## config.mk

```make
export PLATFORM = sky130hd
export DESIGN_NAME = mem_arbiter_flat
export DESIGN_NICKNAME = d
export VERILOG_FILES = /design/src/rtl/mem_arbiter_if.sv /design/src/rtl/mem_arbiter.sv /design/src/flat_wrapper.sv
export SDC_FILE = /design/constraint.sdc
export NUM_CORES = 1
export LEC_CHECK = 0
export ABC_AREA = 1
export BUFFER_PORTS_ARGS = -buffer_cell sky130_fd_sc_hd__buf_2
export CELL_PAD_IN_SITES_DETAIL_PLACEMENT = 1
export CELL_PAD_IN_SITES_GLOBAL_PLACEMENT = 2
export CORE_ASPECT_RATIO = 1.4
export CORE_MARGIN = 2
export CORE_UTILIZATION = 27
export DETAILED_ROUTE_END_ITERATION = 12
export PLACE_DENSITY = 0.92
export SYNTH_ARGS = -nofsm -noshare
export SYNTH_HDL_FRONTEND = slang
export SYNTH_SLANG_ARGS = --single-unit
```

## constraint.sdc

```tcl
create_clock -name i_clk -period 1.85 [get_ports i_clk]
set_input_delay 0.37 -clock i_clk [delete_from_list [all_inputs] [get_ports i_clk]]
set_output_delay 0.37 -clock i_clk [all_outputs]
set_load 0.05 [all_outputs]
```

## src/rtl/mem_arbiter_if.sv

```systemverilog
// mem_arbiter_if: bundle of requester and memory-bus signals around mem_arbiter.
// Ports (as signals of the interface):
//   I-cache : i_ic_req, i_ic_addr -> o_ic_data, o_ic_ready, o_ic_err
//   Data    : i_dm_req, i_dm_we, i_dm_be, i_dm_addr, i_dm_wdata
//             -> o_dm_rdata, o_dm_ready, o_dm_err
//   Memory  : o_mem_req, o_mem_we, o_mem_be, o_mem_addr, o_mem_wdata <- i_mem_rdata, i_mem_ack
// Modports: master = arbiter view (it masters the memory bus),
//           slave  = environment view (requesters plus memory).
interface mem_arbiter_if #(
  parameter int unsigned XLEN = 32
) ();
  logic            i_ic_req;
  logic [XLEN-1:0] i_ic_addr;
  logic [XLEN-1:0] o_ic_data;
  logic            o_ic_ready;
  logic            o_ic_err;

  logic            i_dm_req;
  logic            i_dm_we;
  logic [3:0]      i_dm_be;
  logic [XLEN-1:0] i_dm_addr;
  logic [XLEN-1:0] i_dm_wdata;
  logic [XLEN-1:0] o_dm_rdata;
  logic            o_dm_ready;
  logic            o_dm_err;

  logic            o_mem_req;
  logic            o_mem_we;
  logic [3:0]      o_mem_be;
  logic [XLEN-1:0] o_mem_addr;
  logic [XLEN-1:0] o_mem_wdata;
  logic [XLEN-1:0] i_mem_rdata;
  logic            i_mem_ack;

  modport master (
    input  i_ic_req, i_ic_addr,
    output o_ic_data, o_ic_ready, o_ic_err,
    input  i_dm_req, i_dm_we, i_dm_be, i_dm_addr, i_dm_wdata,
    output o_dm_rdata, o_dm_ready, o_dm_err,
    output o_mem_req, o_mem_we, o_mem_be, o_mem_addr, o_mem_wdata,
    input  i_mem_rdata, i_mem_ack
  );

  modport slave (
    output i_ic_req, i_ic_addr,
    input  o_ic_data, o_ic_ready, o_ic_err,
    output i_dm_req, i_dm_we, i_dm_be, i_dm_addr, i_dm_wdata,
    input  o_dm_rdata, o_dm_ready, o_dm_err,
    input  o_mem_req, o_mem_we, o_mem_be, o_mem_addr, o_mem_wdata,
    output i_mem_rdata, i_mem_ack
  );
endinterface

```

## src/rtl/mem_arbiter.sv

```systemverilog
// mem_arbiter: shares one memory bus between the I-cache refill port and the data port.
// Single outstanding transaction; request fields are registered at grant and held until
// ack or timeout abort. Completion (ready) or abort (err) is a one-cycle pulse.
// Ports:
//   i_clk  - clock, rising edge
//   i_rst  - asynchronous active-low reset
//   bus    - mem_arbiter_if.master (requester ports and memory bus)
// Parameters:
//   XLEN    - address/data width
//   TIMEOUT - BUSY cycles without ack before abort; 0 disables the abort
// Configuration macro:
//   ARB_ROUND_ROBIN_EN - if defined, ties go to the port not granted last;
//                        otherwise the data port always wins ties.
module mem_arbiter #(
  parameter int unsigned XLEN    = 32,
  parameter int unsigned TIMEOUT = 255
) (
  input  logic          i_clk,
  input  logic          i_rst,
  mem_arbiter_if.master bus
);

  localparam int unsigned TW = (TIMEOUT > 2) ? $clog2(TIMEOUT) : 1;
  localparam logic [TW-1:0] TMAX = (TIMEOUT > 0) ? TW'(TIMEOUT - 1) : '0;

  typedef enum logic [1:0] {StIdle, StBusyIc, StBusyDm, StResp} state_e;

  state_e        state_q;
  logic [TW-1:0] timer_q;
  logic          grant_dm;

`ifdef ARB_ROUND_ROBIN_EN
  logic last_grant_dm_q;

  always_comb begin
    grant_dm = bus.i_dm_req;
    if (bus.i_ic_req && bus.i_dm_req) begin
      grant_dm = ~last_grant_dm_q;
    end
  end
`else
  // Data port wins any tie.
  always_comb begin
    grant_dm = bus.i_dm_req;
  end
`endif

  always_ff @(posedge i_clk or negedge i_rst) begin
    if (!i_rst) begin
      state_q         <= StIdle;
      timer_q         <= '0;
`ifdef ARB_ROUND_ROBIN_EN
      last_grant_dm_q <= 1'b0;
`endif
      bus.o_ic_data   <= '0;
      bus.o_ic_ready  <= 1'b0;
      bus.o_ic_err    <= 1'b0;
      bus.o_dm_rdata  <= '0;
      bus.o_dm_ready  <= 1'b0;
      bus.o_dm_err    <= 1'b0;
      bus.o_mem_req   <= 1'b0;
      bus.o_mem_we    <= 1'b0;
      bus.o_mem_be    <= '0;
      bus.o_mem_addr  <= '0;
      bus.o_mem_wdata <= '0;
    end else begin
      // Completion/abort strobes are single-cycle by default.
      bus.o_ic_ready <= 1'b0;
      bus.o_ic_err   <= 1'b0;
      bus.o_dm_ready <= 1'b0;
      bus.o_dm_err   <= 1'b0;

      unique case (state_q)
        StIdle: begin
          if (bus.i_ic_req || bus.i_dm_req) begin
            bus.o_mem_req <= 1'b1;
            timer_q       <= '0;
`ifdef ARB_ROUND_ROBIN_EN
            last_grant_dm_q <= grant_dm;
`endif
            if (grant_dm) begin
              bus.o_mem_we    <= bus.i_dm_we;
              bus.o_mem_be    <= bus.i_dm_be;
              bus.o_mem_addr  <= bus.i_dm_addr;
              bus.o_mem_wdata <= bus.i_dm_wdata;
              state_q         <= StBusyDm;
            end else begin
              bus.o_mem_we    <= 1'b0;
              bus.o_mem_be    <= 4'hF;
              bus.o_mem_addr  <= bus.i_ic_addr;
              bus.o_mem_wdata <= '0;
              state_q         <= StBusyIc;
            end
          end
        end

        StBusyIc, StBusyDm: begin
          if (bus.i_mem_ack) begin
            // Ack beats a coincident timeout.
            bus.o_mem_req <= 1'b0;
            state_q       <= StResp;
            if (state_q == StBusyIc) begin
              bus.o_ic_data  <= bus.i_mem_rdata;
              bus.o_ic_ready <= 1'b1;
            end else begin
              bus.o_dm_rdata <= bus.o_mem_we ? '0 : bus.i_mem_rdata;
              bus.o_dm_ready <= 1'b1;
            end
          end else if ((TIMEOUT != 0) && (timer_q == TMAX)) begin
            bus.o_mem_req <= 1'b0;
            state_q       <= StResp;
            if (state_q == StBusyIc) begin
              bus.o_ic_err <= 1'b1;
            end else begin
              bus.o_dm_err <= 1'b1;
            end
          end else begin
            timer_q <= timer_q + 1'b1;
          end
        end

        StResp: begin
          // Requester retires at this edge; its req is not sampled here.
          state_q <= StIdle;
        end
      endcase
    end
  end

endmodule
```

## src/flat_wrapper.sv

```systemverilog
// flat-port wrapper written by rule: the top's interface ports become plain ports
module mem_arbiter_flat 
#(
  parameter int unsigned XLEN    = 32,
  parameter int unsigned TIMEOUT = 255
)
  (i_clk, i_rst, bus_i_ic_req, bus_i_ic_addr, bus_o_ic_data, bus_o_ic_ready, bus_o_ic_err, bus_i_dm_req, bus_i_dm_we, bus_i_dm_be, bus_i_dm_addr, bus_i_dm_wdata, bus_o_dm_rdata, bus_o_dm_ready, bus_o_dm_err, bus_o_mem_req, bus_o_mem_we, bus_o_mem_be, bus_o_mem_addr, bus_o_mem_wdata, bus_i_mem_rdata, bus_i_mem_ack);
  mem_arbiter_if #(.XLEN(XLEN)) bus_i ();
  input  logic i_clk;
  input  logic i_rst;
  input wire logic [$bits(bus_i.i_ic_req)-1:0] bus_i_ic_req;
  input wire logic [$bits(bus_i.i_ic_addr)-1:0] bus_i_ic_addr;
  output wire logic [$bits(bus_i.o_ic_data)-1:0] bus_o_ic_data;
  output wire logic [$bits(bus_i.o_ic_ready)-1:0] bus_o_ic_ready;
  output wire logic [$bits(bus_i.o_ic_err)-1:0] bus_o_ic_err;
  input wire logic [$bits(bus_i.i_dm_req)-1:0] bus_i_dm_req;
  input wire logic [$bits(bus_i.i_dm_we)-1:0] bus_i_dm_we;
  input wire logic [$bits(bus_i.i_dm_be)-1:0] bus_i_dm_be;
  input wire logic [$bits(bus_i.i_dm_addr)-1:0] bus_i_dm_addr;
  input wire logic [$bits(bus_i.i_dm_wdata)-1:0] bus_i_dm_wdata;
  output wire logic [$bits(bus_i.o_dm_rdata)-1:0] bus_o_dm_rdata;
  output wire logic [$bits(bus_i.o_dm_ready)-1:0] bus_o_dm_ready;
  output wire logic [$bits(bus_i.o_dm_err)-1:0] bus_o_dm_err;
  output wire logic [$bits(bus_i.o_mem_req)-1:0] bus_o_mem_req;
  output wire logic [$bits(bus_i.o_mem_we)-1:0] bus_o_mem_we;
  output wire logic [$bits(bus_i.o_mem_be)-1:0] bus_o_mem_be;
  output wire logic [$bits(bus_i.o_mem_addr)-1:0] bus_o_mem_addr;
  output wire logic [$bits(bus_i.o_mem_wdata)-1:0] bus_o_mem_wdata;
  input wire logic [$bits(bus_i.i_mem_rdata)-1:0] bus_i_mem_rdata;
  input wire logic [$bits(bus_i.i_mem_ack)-1:0] bus_i_mem_ack;
  assign bus_i.i_ic_req = bus_i_ic_req;
  assign bus_i.i_ic_addr = bus_i_ic_addr;
  assign bus_o_ic_data = bus_i.o_ic_data;
  assign bus_o_ic_ready = bus_i.o_ic_ready;
  assign bus_o_ic_err = bus_i.o_ic_err;
  assign bus_i.i_dm_req = bus_i_dm_req;
  assign bus_i.i_dm_we = bus_i_dm_we;
  assign bus_i.i_dm_be = bus_i_dm_be;
  assign bus_i.i_dm_addr = bus_i_dm_addr;
  assign bus_i.i_dm_wdata = bus_i_dm_wdata;
  assign bus_o_dm_rdata = bus_i.o_dm_rdata;
  assign bus_o_dm_ready = bus_i.o_dm_ready;
  assign bus_o_dm_err = bus_i.o_dm_err;
  assign bus_o_mem_req = bus_i.o_mem_req;
  assign bus_o_mem_we = bus_i.o_mem_we;
  assign bus_o_mem_be = bus_i.o_mem_be;
  assign bus_o_mem_addr = bus_i.o_mem_addr;
  assign bus_o_mem_wdata = bus_i.o_mem_wdata;
  assign bus_i.i_mem_rdata = bus_i_mem_rdata;
  assign bus_i.i_mem_ack = bus_i_mem_ack;
  mem_arbiter #(.XLEN(XLEN), .TIMEOUT(TIMEOUT)) u_core (.i_clk(i_clk), .i_rst(i_rst), .bus(bus_i));
endmodule
```

# Word level (Yosys, flattened, before mapping)
# Index checks and enable logic that the tools add are counted.
# word_totals
input_bits	138
ff_bits	148
# op_classes
n_reduce_logical	10
add_sub_neg	1
n_eq_ne	8
muxes	30
n_bitwise	1
# ops
cell	n
32-bit 2-to-1 mux	3
8-bit 2-to-1 mux	3
1-bit 2-to-1 mux	16
8-bit one-hot mux with 2 select lines	1
3-bit AND reduction	3
8-bit by 1-bit adder with 8-bit output (second input constant)	1
8-bit == test (second input constant)	1
2-bit 2-to-1 mux	4
2-bit one-hot mux with 3 select lines	1
2-bit == test (second input constant)	2
4-bit 2-to-1 mux	1
2-bit != test (second input constant)	2
2-bit AND reduction	2
4-bit AND reduction	1
3-bit by 2-bit != test with 1-bit output (second input constant)	1
2-bit by 1-bit == test with 1-bit output (second input constant)	1
2-bit logical NOT	1
2-bit by 1-bit != test with 1-bit output (second input constant)	1
1-bit one-hot mux with 2 select lines	1
2-bit nonzero test	1
2-bit OR reduction	1
1-bit logical OR	1
1-bit NOT	1

# Longest topological paths before layout
# logic_depth
depth_word	5
mapped_depth	9
depth_no_buf	9

# Least setup slack after synthesis
# OpenSTA, ideal clock, no wires.
# synth_path
kind	register to register
startpoint	register u_core.state_q[0]
endpoint	register u_core.bus.o_ic_data[10]
t_arrival_ns	1.439
required_ns	1.731
stages_incl_launch_ff	10
path_buffers	2
setup_slack_ns	0.291
synth_period_minus_slack_ns	1.559
path_cell_list	dfrtp_1 -> inv_1 -> ha_1 -> buf_4 -> nand2_2 -> nor2_2 -> inv_2 -> buf_2 -> nand2_1 -> nand2_1
# synth_between
elab_chain_cells	3
word_cells_on_any_way	4
# synth_rtl
item	line_no	rtl
start: declaration	mem_arbiter.sv:28	state_e state_q;
start signal: assignment	mem_arbiter.sv:50	state_q <= StIdle;
start signal: assignment	mem_arbiter.sv:86	state_q <= StBusyDm;
start signal: assignment	mem_arbiter.sv:92	state_q <= StBusyIc;
2-bit == test / 2-bit by 1-bit == test with 1-bit output (equally long branches)	mem_arbiter.sv:73, mem_arbiter.sv:102	
2-bit OR reduction	mem_arbiter.sv:73	unique case (state_q)
3-bit AND reduction (no line) (*)	--	
end signal: assignment	mem_arbiter.sv:103	bus.o_ic_data <= bus.i_mem_rdata;
end: declaration	mem_arbiter_if.sv:37	output o_ic_data, o_ic_ready, o_ic_err,
# Every way passes the cells marked *; elsewhere a longest branch is shown, timed or not.
# A chain may end at the register's enable or synchronous reset.

# Final worst setup path
# layout_path
startpoint	register u_core.state_q[0]
endpoint	register u_core.bus.o_mem_addr[21]
# layout_between
elab_chain_cells	2
# layout_rtl
item	line_no	rtl
2-bit logical NOT	mem_arbiter.sv:73	
2-bit AND reduction (no line)	--	
end signal: assignment	mem_arbiter.sv:84	bus.o_mem_addr <= bus.i_dm_addr;
end signal: assignment	mem_arbiter.sv:90	bus.o_mem_addr <= bus.i_ic_addr;
end: declaration	mem_arbiter_if.sv:40	output o_mem_req, o_mem_we, o_mem_be, o_mem_addr, o_mem_wdata,
# Every way passes these cells.

==> results.md <==
* Result of the run: finished, final reports clean
* Die outline height at 181 um
* Kind of path behind the tightest hold check: input port to flip-flop
* Detail-routed via count per cell at 4.62
* Detailed-route DRC error count at 0
* Number of core rows at 64
* Part of the total power dissipated in sequential elements at 0.283
* Full die area at 0.0237 mm^2
* Internal power contribution at 9100 uW
* Mapped cell area at 0.00607 mm^2
* Count of final setup violators at 0
* Average wire length per cell after detail routing at 16.2 um
* Vias in the first global route at 6187
* Maximum clock rate at 597 MHz
* First-iteration detailed-routing DRC count at 210
* Crit path from: u_core.state_q[0]
* DIE WIDTH at 131 um
* Cells along the critical path: inv_1 -> ha_1 -> o21ai_4 -> inv_2 -> buf_12 -> nor2_1 -> a31oi_1
* Buf+Inv Stages, Crit Path at 3
* Multi-input combinational cell area at 0.00212 mm^2
* First-pass GRT wire length at 32.1 mm
* Crit-path max FO at 28
* Gr usage total at 0.173
* Sequential Area at 0.00370 mm^2
* Critical path destination: u_core.bus.o_mem_addr[21]
* Psw at 9750 uW
* Reported leakage power at 0.00451 uW
* Root buf cell: sky130_fd_sc_hd__clkbuf_16
* Least setup slack across all paths after layout at 0.174 ns
* Commonest cells after routing, fill and taps aside: sky130_fd_sc_hd__buf_2 (274), sky130_fd_sc_hd__nand2_1 (225), sky130_fd_sc_hd__dfrtp_1 (148)
* Std-Cell Core Area at 0.0219 mm^2
* Nets@finish at 1061
* I/O pins at 276
* Startpoint of the most critical register-to-register path: u_core.state_q[0]
* Max VDD drop at 802 uV
* Number of synthesis warnings at 0
* Share of power burned in the clock network at 0.188
* Most frequent standard cell in the layout excluding fill and tap cells: sky130_fd_sc_hd__buf_2
* Max_cap viols at 0
* TritonCTS clock tree: yes
* CP max stage delay at 0.40 ns
* Share of post-route cells with drive strength above 1 at 0.362
* Total of fill cells in the finished design at 2686
* Total Routed Length at 20.0 mm
* CTS HTree Levels at 4
* Reg-to-reg setup timing slack at 0.17 ns
* Critical path capture point type: flip-flop
* Final number of hold-violating endpoints at 0
* Register bit total from synthesis at 148
* Max Clock Skew at 0.0142 ns
* Share of total power in combinational logic at 0.529
* Startpoint Class: flip-flop
* Syn Inst Count at 641
* Required time of the critical path at 2.17 ns
* Max-slew headroom at the worst pin at 0.725
* FF-to-FF path depth at 7
* CP Class: flip-flop to flip-flop
* Worst R2R End: u_core.bus.o_mem_addr[21]
* Count of nets left with antenna violations after detail routing at 0
* Register area share after synthesis at 0.610
* Number of buffers between clock root and the deepest sink at 2
* Final min period at 1.68 ns
* Total via count after detailed routing at 5677
* Count of buffers from port buffering at 275
* Sinks on the clock net at 148
* Fin Setup TNS at 0 ns
* Power density normalized to cell area at 2220 mW/mm^2
* Placed wire-length estimate after detailed placement at 15.1 mm
* Least-Margin Pin Slew at 0.412 ns
* Final cycle utilization of the critical path at 0.906
* Later-pin clock latency in the skew report at 0.42 ns
* Number of buffers created by CTS at 17
* Maximum number of pins on one net before global-route repair at 50
* Instance count on the critical path at 7
* Gate family responsible for the most delay along the worst path: buffers and inverters
* Mapped Avg Cell Area at 9.47 um^2
* Cell type of the slowest stage on the worst timing path: sky130_fd_sc_hd__dfrtp_1
* Unrepaired setup endpoints after global routing: false
* Global-route congestion overflow total at 0
* Post-synth cell types at 27
* Clock slew at reported path FFs at 0.07 ns
* Final core occ at 0.387
* First drt pass iteration count at 4
* Weighted congestion reported at the end of routability-driven placement at 0.783
* Data arrival, critical path at 2.00 ns
* Switching power as a share of total power at 0.517
* Area Growth Syn to Fin at 39.9%
* Initial antenna violation count at 2
* Mapped Nets at 784
* Starting Density at 0.277
* Slew Viols, Final at 0
* Setup WS pre-CTS at 0.0457 ns
==> repair_timing <==
action | 4_1_cts | 5_1_grt
hold endpoints to repair | 37 | 0
endpoints found under the setup margin | 0 | 38
gates resized for setup | 0 | 3
setup buffers | 0 | 0
hold buffers | 1 | 0
==> power by group through the flow <==
stage	sequential, uW	clock, uW	combinational, uW
finish	5330	3540	9980
global route	5510	3790	10700
CTS	5340	3640	10100
detailed placement	5370	0	10100
global placement	5340	0	9880
floorplan	9860	0	2720
==> worst register-to-register path, cell delays in order (launching register included) <==
cell and delay [ns]:
sky130_fd_sc_hd__dfrtp_1 0.40, sky130_fd_sc_hd__inv_1 0.09, sky130_fd_sc_hd__ha_1 0.34, sky130_fd_sc_hd__o21ai_4 0.11, sky130_fd_sc_hd__inv_2 0.23, sky130_fd_sc_hd__buf_12 0.21
sky130_fd_sc_hd__nor2_1 0.07, sky130_fd_sc_hd__a31oi_1 0.15
==> synthesized netlist by cell type <==
library cell,number,area (um^2)
sky130_fd_sc_hd__nand2_2,1,6.26
sky130_fd_sc_hd__nor2_1,39,146
sky130_fd_sc_hd__a21oi_1,1,5.00
sky130_fd_sc_hd__buf_1,1,3.75
sky130_fd_sc_hd__a31oi_1,32,200
sky130_fd_sc_hd__nor3_1,2,10.0
sky130_fd_sc_hd__o21a_1,1,7.51
sky130_fd_sc_hd__clkbuf_1,16,60.1
sky130_fd_sc_hd__inv_1,14,52.6
sky130_fd_sc_hd__buf_4,2,15.0
sky130_fd_sc_hd__dfrtp_1,148,3700
sky130_fd_sc_hd__nor2_2,3,18.8
sky130_fd_sc_hd__ha_1,5,62.6
sky130_fd_sc_hd__nand2_1,225,845
sky130_fd_sc_hd__o211ai_1,1,7.51
sky130_fd_sc_hd__o21ai_0,42,210
sky130_fd_sc_hd__inv_2,2,7.51
sky130_fd_sc_hd__buf_2,18,90.1
sky130_fd_sc_hd__o21bai_1,2,15.0
sky130_fd_sc_hd__a21oi_2,1,8.76
sky130_fd_sc_hd__nand3_1,41,205
sky130_fd_sc_hd__buf_6,3,33.8
sky130_fd_sc_hd__o22a_1,4,35.0
sky130_fd_sc_hd__o21ai_4,1,16.3
sky130_fd_sc_hd__a22o_1,32,280
sky130_fd_sc_hd__o21ai_1,3,15.0
sky130_fd_sc_hd__nand3_2,1,10.0
==> registers in the layout, indices dropped and copies added, names as in the netlist <==
| signal | flops |
|---|---|
| u_core.bus.o_dm_rdata | 32 |
| u_core.bus.o_ic_data | 32 |
| u_core.bus.o_mem_addr | 32 |
| u_core.bus.o_mem_wdata | 32 |
| u_core.timer_q | 8 |
| u_core.bus.o_mem_be | 4 |
| u_core.state_q | 2 |
| u_core.bus.o_dm_err | 1 |
| u_core.bus.o_dm_ready | 1 |
| u_core.bus.o_ic_err | 1 |
| u_core.bus.o_ic_ready | 1 |
| u_core.bus.o_mem_req | 1 |
| u_core.bus.o_mem_we | 1 |
==> metrics by stage <==
step	hold slack [ns]	total power [uW]	std cells	instance area, um^2
floorplan	0.0744	12600	641	6070
global placement	0.317	15200	1195	7870
detailed placement	0.322	15500	1195	7870
CTS	0.151	19100	1228	8480
global route	0.155	20000	1230	8500
finish	0.174	18800	1230	8500
==> logic make-up after synthesis <==
kind of cell | synth area share
AOI/OAI and AO/OA | 0.132
and+or+nand+nor | 0.204
DFF | 0.610
buffers and inverters | 0.0433
adders and majority gates | 0.0103
==> worst min-delay path by stage <==
stage | start | endpoint | slack, ns | cells past startpoint
after floorplan | i_rst | u_core.bus.o_dm_err | 0.07 | 0
after global placement | i_rst | u_core.bus.o_dm_rdata[4] | 0.32 | 1
after detailed placement | i_rst | u_core.bus.o_dm_rdata[4] | 0.32 | 1
after CTS | bus_i_dm_wdata[0] | u_core.bus.o_mem_wdata[0] | 0.15 | 2
after global routing | bus_i_dm_wdata[4] | u_core.bus.o_mem_wdata[4] | 0.16 | 2
final | bus_i_dm_wdata[4] | u_core.bus.o_mem_wdata[4] | 0.17 | 2
==> cell type report <==
class | count | share of cell area
diodes | 2 | 0.000589
inverters | 16 | 0.00736
flip-flops and latches | 148 | 0.436
clock inverters | 12 | 0.0172
repair buffers | 298 | 0.192
multi-input cells | 437 | 0.249
well taps | 297 | 0.0437
clock buffers | 20 | 0.0538
==> metal layers <==
metal	wire length, um	track usage	vias up
met3	1300	0.0489	29
met4	476	0.0660	0
li1	-	-	2686
met1	7590	0.187	2767
met5	0	0	-
met2	10600	0.312	195
Note: power is estimated with default switching activity, not from simulation.
